[config.mk]
export PLATFORM = sky130hd
export DESIGN_NAME = regwrite_queue
export DESIGN_NICKNAME = d
export VERILOG_FILES = /design/src/rtl/regwrite_queue.sv
export SDC_FILE = /design/constraint.sdc
export NUM_CORES = 1
export LEC_CHECK = 0
export ABC_AREA = 1
export CAP_MARGIN = 10
export CORE_ASPECT_RATIO = 2
export CORE_UTILIZATION = 30
export CTS_CLUSTER_DIAMETER = 120
export DETAILED_ROUTE_END_ITERATION = 6
export RECOVER_POWER = 50
export SLEW_MARGIN = 10
export SYNTH_ARGS = -nofsm -noshare
export SYNTH_HDL_FRONTEND = slang
export SYNTH_SLANG_ARGS = --single-unit
[constraint.sdc]
create_clock -name clk -period 8.1 [get_ports clk]
set_input_delay 1.62 -clock clk [delete_from_list [all_inputs] [get_ports clk]]
set_output_delay 1.62 -clock clk [all_outputs]
set_load 0.05 [all_outputs]
[src/rtl/regwrite_queue.sv]
// regwrite_queue: buffers writeback results in a small circular FIFO and
// drains them one per cycle onto the register file's single write port.
// Also offers a youngest-first bypass lookup on the two decode read
// addresses so decode can see values that are queued but not yet written.
module regwrite_queue #(
    parameter int DEPTH = 4
) (
    input  logic        clk,
    input  logic        rst,
    input  logic        in_valid,
    output logic        in_ready,
    input  logic [5:0]  in_rd,
    input  logic [31:0] in_data,
    input  logic        drain_en,
    output logic [5:0]  rd,
    output logic [31:0] din,
    output logic        wrt,
    input  logic [5:0]  rs,
    input  logic [5:0]  rt,
    output logic        s_hit,
    output logic [31:0] s_data,
    output logic        t_hit,
    output logic [31:0] t_data,
    output logic        empty
);

    localparam int AW = (DEPTH > 1) ? $clog2(DEPTH) : 1;
    localparam logic [AW:0] FULL_COUNT = (AW+1)'(DEPTH);

    logic [5:0]  r_memRd   [DEPTH];
    logic [31:0] r_memData [DEPTH];
    logic [AW-1:0] r_head;
    logic [AW-1:0] r_tail;
    logic [AW:0]   r_count;

    logic w_push;
    logic w_pop;
    logic [AW-1:0] w_idx;

    // Acceptance depends on occupancy alone, so a full queue refuses a push
    // even when an entry leaves in the same cycle.
    assign in_ready = (r_count != FULL_COUNT);
    assign w_push   = in_valid && in_ready;
    assign w_pop    = (r_count != '0) && drain_en;
    assign empty    = (r_count == '0) && !wrt;

    // Entry storage needs no reset: occupancy tracking decides which slots are live.
    always_ff @(posedge clk) begin
        if (w_push) begin
            r_memRd[r_tail]   <= in_rd;
            r_memData[r_tail] <= in_data;
        end
    end

    // Pointers, occupancy and the registered write port; reset discards
    // everything, including a write currently being presented.
    always_ff @(posedge clk) begin
        if (rst) begin
            r_head  <= '0;
            r_tail  <= '0;
            r_count <= '0;
            wrt     <= 1'b0;
            rd      <= '0;
            din     <= '0;
        end else begin
            if (w_push) begin
                r_tail <= r_tail + 1'b1;
            end
            if (w_pop) begin
                rd     <= r_memRd[r_head];
                din    <= r_memData[r_head];
                wrt    <= 1'b1;
                r_head <= r_head + 1'b1;
            end else begin
                wrt    <= 1'b0;
            end
            case ({w_push, w_pop})
                2'b10:   r_count <= r_count + 1'b1;
                2'b01:   r_count <= r_count - 1'b1;
                default: r_count <= r_count;
            endcase
        end
    end

    // Bypass lookup: start from the in-flight write, then walk FIFO entries
    // oldest to youngest so the youngest match overrides earlier ones.
    always_comb begin
        s_hit  = wrt && (rd == rs);
        s_data = (wrt && (rd == rs)) ? din : 32'h0;
        t_hit  = wrt && (rd == rt);
        t_data = (wrt && (rd == rt)) ? din : 32'h0;
        w_idx  = r_head;
        for (int i = 0; i < DEPTH; i++) begin
            w_idx = r_head + AW'(i);
            if ((AW+1)'(i) < r_count) begin
                if (r_memRd[w_idx] == rs) begin
                    s_hit  = 1'b1;
                    s_data = r_memData[w_idx];
                end
                if (r_memRd[w_idx] == rt) begin
                    t_hit  = 1'b1;
                    t_data = r_memData[w_idx];
                end
            end
        end
    end

endmodule

# ---- Word-level counts from Yosys, hierarchy flattened
# Memory sizes are Yosys's and may differ from the RTL's. A register that Yosys moved wholly into a read port is not among the register bits.
# Cells that the tools add are included.
dict set report op_classes {
  n_eq_ne 13
  add_sub_neg 6
  n_lt_le_gt_ge 4
  n_reduce_logical 9
  mux 42
}
# cell n
set ops {}
lappend ops {{2-to-1 mux 32 bit} 18}
lappend ops {{== test 6 bit} 10}
lappend ops {{2-to-1 mux 1 bit} 19}
lappend ops {{2-to-1 mux 2 bit} 4}
lappend ops {{< comparator 1 x 3 -> 1 bit (first input constant)} 2}
lappend ops {{< comparator 2 x 3 -> 1 bit (first input constant)} 2}
lappend ops {{one-hot mux 3 bit (2 select lines)} 1}
lappend ops {{logical AND 1 bit} 5}
lappend ops {{adder 2 x 1 -> 2 bit (second input constant)} 2}
lappend ops {{adder 2 bit (second input constant)} 2}
lappend ops {{adder 3 x 1 -> 3 bit (second input constant)} 1}
lappend ops {{logical NOT 3 bit} 1}
lappend ops {{!= test 3 bit (second input constant)} 1}
lappend ops {{nonzero test 3 bit} 1}
lappend ops {{subtractor 3 x 1 -> 3 bit (second input constant)} 1}
lappend ops {{== test 2 x 1 -> 1 bit (second input constant)} 1}
lappend ops {{== test 2 bit (second input constant)} 1}
lappend ops {{nonzero test 2 bit} 1}
lappend ops {{logical NOT 1 bit} 1}
dict set report totals {
  ram_bits 152
  memories 2
  out_inout_bits 107
  in_bits 54
  wordCells 82
  regBits 46
}
# memory depth width read_ports rd_clocked_by_memory_dff write_ports line_no
set mem_list {}
lappend mem_list {r_memData 4 32 4 1 1 31} ;# logic [31:0] r_memData [DEPTH];
lappend mem_list {r_memRd 4 6 4 1 1 30} ;# logic [5:0] r_memRd [DEPTH];

# ---- Longest topological paths before layout
dict set report depth {
  word_depth 11
  depth_mapped 17
  mapped_depth_nobuf 15
}

# ---- Worst setup path after synthesis
# No wires, ideal clock.
dict set report synth_timing {
  kind {input to output}
  from {input rs[4]}
  to {output s_data[10]}
  n_path_buf 2
  path_slack_ns 2.999
  path_stages 10
  t_arrival_ns 3.481
  t_required_ns 6.480
  cell_sequence {clkbuf_1 -> xor2_1 -> nor3_1 -> nand2_1 -> clkbuf_1 -> nor2_1 -> o21ai_0 -> nand3_1 -> nand2_1 -> a21oi_1}
}
dict set report synth_via {
  elab_chain_cells 11
  word_cells_on_any_way 15
  cone_classes {eq/ne: 5; mux: 9; reduce/logical: 1}
}
# element line_no
set synth_lines {}
lappend synth_lines {{start, declared} 18} ;# input logic [5:0] rs,
lappend synth_lines {{== test 6 bit} 89} ;# s_data = (wrt && (rd == rs)) ? din : 32'h0;
lappend synth_lines {{logical AND 1 bit} 89}
lappend synth_lines {{2-to-1 mux 32 bit} 89}
lappend synth_lines {{2-to-1 mux 32 bit} 96} ;# if (r_memRd[w_idx] == rs) begin
lappend synth_lines {{2-to-1 mux 32 bit} 95} ;# if ((AW+1)'(i) < r_count) begin
lappend synth_lines {{2-to-1 mux 32 bit} 96}
lappend synth_lines {{2-to-1 mux 32 bit} 95}
lappend synth_lines {{2-to-1 mux 32 bit} 96}
lappend synth_lines {{2-to-1 mux 32 bit} 95}
lappend synth_lines {{2-to-1 mux 32 bit} 96}
lappend synth_lines {{2-to-1 mux 32 bit (*)} 95}
lappend synth_lines {{end, declared} 21} ;# output logic [31:0] s_data,
# Every way passes the cells marked *; elsewhere a longest branch is shown, timed or not.

# ---- Worst setup path in the final report
dict set report layout_timing {
  from {input rs[4]}
  to {output s_data[21]}
}
# Same word-level chain as after synthesis.

==> flow_metrics.py <==
metrics = {
    "final_layout": {
        "final_cell_area_sq_mm": 0.0179,
        "fin_util": 0.358,
        "final_cell_mix": "nand2_1 (574), nor2_1 (255), nand3_1 (253)",
        "fin_cells": 3002,
        "num-fill-cells": 5233,
        "drive_gt1_frac": 0.0697,
        "layout.nets": 2403,
        "antenna_cells": 0,
        "area_growth_pct": 18.2,
        "final_common_cell": "nand2_1",
    },
    "placement": {
        "gp_congestion": 0.935,
        "post-dp-hpwl_mm": 44.1,
        "place_ws_ns": 1.52,
        "dpl_cell_area_sq_mm": 0.0173,
        "place_inst": 2970,
        "io_buffers": 160,
    },
    "clocking": {
        "ctsResizeCount": 0,
        "cts_buffers": 17,
        "clk_latency_ns": 0.47,
        "clk_pin_slew_ns": 0.08,
        "clock_path_buffers": 2,
        "cts_tree": "yes",
        "cts-hold-fix-buffers": 0,
        "post_cts_buffers": 0,
        "clockRootBuffer": "clkbuf_16",
        "htreeDepth": 4,
        "cts_sinks": 200,
    },
    "grt": {
        "antenna_found_initial": 2,
        "grt_usage": 0.246,
        "grt_pass1_vias": 16210,
        "grt_max_degree": 121,
        "grt_overflow_total": 0,
        "grt_pass1_wl_mm": 94.9,
    },
    "routing": {
        "viasPerCell": 5.58,
        "ant_nets": 0,
        "routed_wl_mm": 64.3,
        "wl_per_cell_microns": 21.4,
        "drt_iter0_drc": 1545,
        "vias": 16759,
        "drtPass1Iterations": 7,
        "drcViolationCount": 1,
    },
    "setup_path": {
        "cp_max_fo": 32,
        "cp_top_family": "buffers and inverters",
        "cp-end-kind": "output port",
        "arrival_ns": 5.21,
        "critPathLaunch": "rs[4]",
        "path_cells": "clkdlybuf4s50_1, inv_1, nand2_1, nand3_1, nor2_4, nand2_2, nand3_1, nand2_1, a21oi_1, clkdlybuf4s50_1",
        "reg2reg_depth": 11,
        "critPathMaxStageDelay_ns": 0.94,
        "r2r_slack_ns": 2.61,
        "crit_type": "input port to output port",
        "worstReg2RegStart": "r_count[0]",
        "rr_endpoint": "r_count[2]",
        "required_ns": 6.48,
        "critical_path_buf_inv_count": 3,
        "critPathSlowestCell": "clkdlybuf4s50_1",
        "startpoint_type": "input port",
    },
    "floorplan": {
        "initial_utilization": 0.303,
        "rows": 116,
        "core_sq_mm": 0.0499,
        "fp.dieH_microns": 319,
        "die_width_microns": 161,
        "io_pins": 161,
        "die_area_sq_mm": 0.0513,
    },
    "logic_synthesis": {
        "syn_inst": 2284,
        "synth_area_sq_mm": 0.0151,
        "synthDistinctLibCells": 33,
        "synth_nets": 2347,
        "seq_area_frac_synth": 0.366,
        "yosys_warnings": 0,
        "synth-async-reset-ratio": 0,
        "ys_ff_latch": 200,
        "synth.avg_cell_area_sq_um": 6.62,
        "synthFlopType": "edfxtp_1",
        "synth_edf_count": 152,
    },
    "power_and_ir_drop": {
        "ir_worst_vdd_uv": 187,
        "power_mw": 5.51,
        "p_per_area_mw_per_mm2": 309,
        "power_leakage_nw": 7.32,
    },
    "status": {
        "outcome": "complete, but fails checks",
        "violations": "design-rule violations, max-capacitance violations, max-slew violations",
    },
    "sta": {
        "timing.slew.headroom": -1.12,
        "rsz0062_at_grt": "false",
        "fmax_mhz": 146,
        "post-route-period-util": 0.844,
        "skew_ns": 0.0145,
        "setup_viol": 0,
        "hold_viol": 0,
        "finalMaxSlewViolations": 263,
        "finalSetupTns_ns": 0,
        "worstMarginPinSlew_ns": 3.18,
        "fin_ws_ns": 1.27,
        "layout_min_cycle_time_ns": 6.83,
        "hold_ws_ns": 0.509,
    },
    "min_path": {
        "hold_end": "din[31]",
        "hp-class": "flop to flop",
        "hp-start": "din[31]",
        "hold_depth": 2,
    },
    "flow_run": {
        "drv_cap": 6,
    },
}
==> cell families (layout without fill, tap and decap cells) <==
| logic type | count (synthesis) | count (layout) | synth area share |
|---|---|---|---|
| AO/OA/AOI/OAI | 530 | 530 | 0.195 |
| XOR/XNOR | 7 | 7 | 0.00455 |
| adder cells (fa/ha/maj) | 9 | 9 | 0.00745 |
| buffers and inverters | 382 | 451 | 0.106 |
| flip-flops | 200 | 200 | 0.366 |
| AND/OR/NAND/NOR | 1156 | 1156 | 0.322 |
==> routing by layer <==
layer,track usage,up-vias,wire [microns]
li1,-,7780,-
met1,0.248,7702,22300
met2,0.435,984,32400
met3,0.0388,291,4100
met4,0.216,2,5490
met5,0,-,9
==> power by group <==
| part | switching (mW) | leakage, nW | internal, mW |
|---|---|---|---|
| registers | 0.157 | 1.79 | 1.26 |
| clock network | 0.445 | 0.290 | 0.428 |
| logic | 2.39 | 5.24 | 0.832 |
==> layout make-up <==
cell class	count	area, sq um	area share
Inverter	215	807	0.0452
Clock buffer	19	454	0.0254
Timing Repair Buffer	204	2090	0.117
Clock inverter	13	131	0.00735
Tap cell	649	812	0.0454
Sequential cell	200	5530	0.309
Multi-Input combinational cell	1702	8050	0.450
==> worst max path at each step <==
stage                       endpoint  slack, ns  cells after the start
after global placement    s_data[21]       1.48                     10
after CTS                 s_data[21]       1.51                      9
after global routing      s_data[21]       1.06                     16
final                     s_data[21]       1.27                     10
after floorplan           s_data[10]       3.00                     10
after detailed placement  s_data[21]       1.52                      9
==> sequential cells by signal, indices dropped and copies added (netlist names), named ones only <==
| signal | count |
|---|---|
| r_count | 3 |
| r_memRd | 24 |
| din | 32 |
| rd | 6 |
| r_head | 2 |
| r_tail | 2 |
| wrt | 1 |
| r_memData | 128 |
==> synth_stat cells (12+ instances only) <==
cell type / number / area (sq um)
o211ai_1: 34 / 255
clkbuf_1: 93 / 349
nand3_1: 253 / 1270
a22oi_1: 32 / 240
edfxtp_1: 152 / 4560
nand2_1: 575 / 2160
buf_2: 52 / 260
a21oi_1: 147 / 736
inv_1: 209 / 785
buf_4: 12 / 90.1
o21ai_1: 30 / 150
a211oi_1: 32 / 240
o21ai_0: 217 / 1090
nor2_1: 260 / 976
o22ai_1: 36 / 225
nand4_1: 37 / 231
dfxtp_1: 48 / 961
==> worst min-delay path, delay by kind of cell, from the launching register on <==
kind | cells | cell delay [ns]
flops | 1 | 0.32
buf+inv | 1 | 0.08
compound gates | 1 | 0.07
No activity file was read; power rests on OpenSTA's default activity.
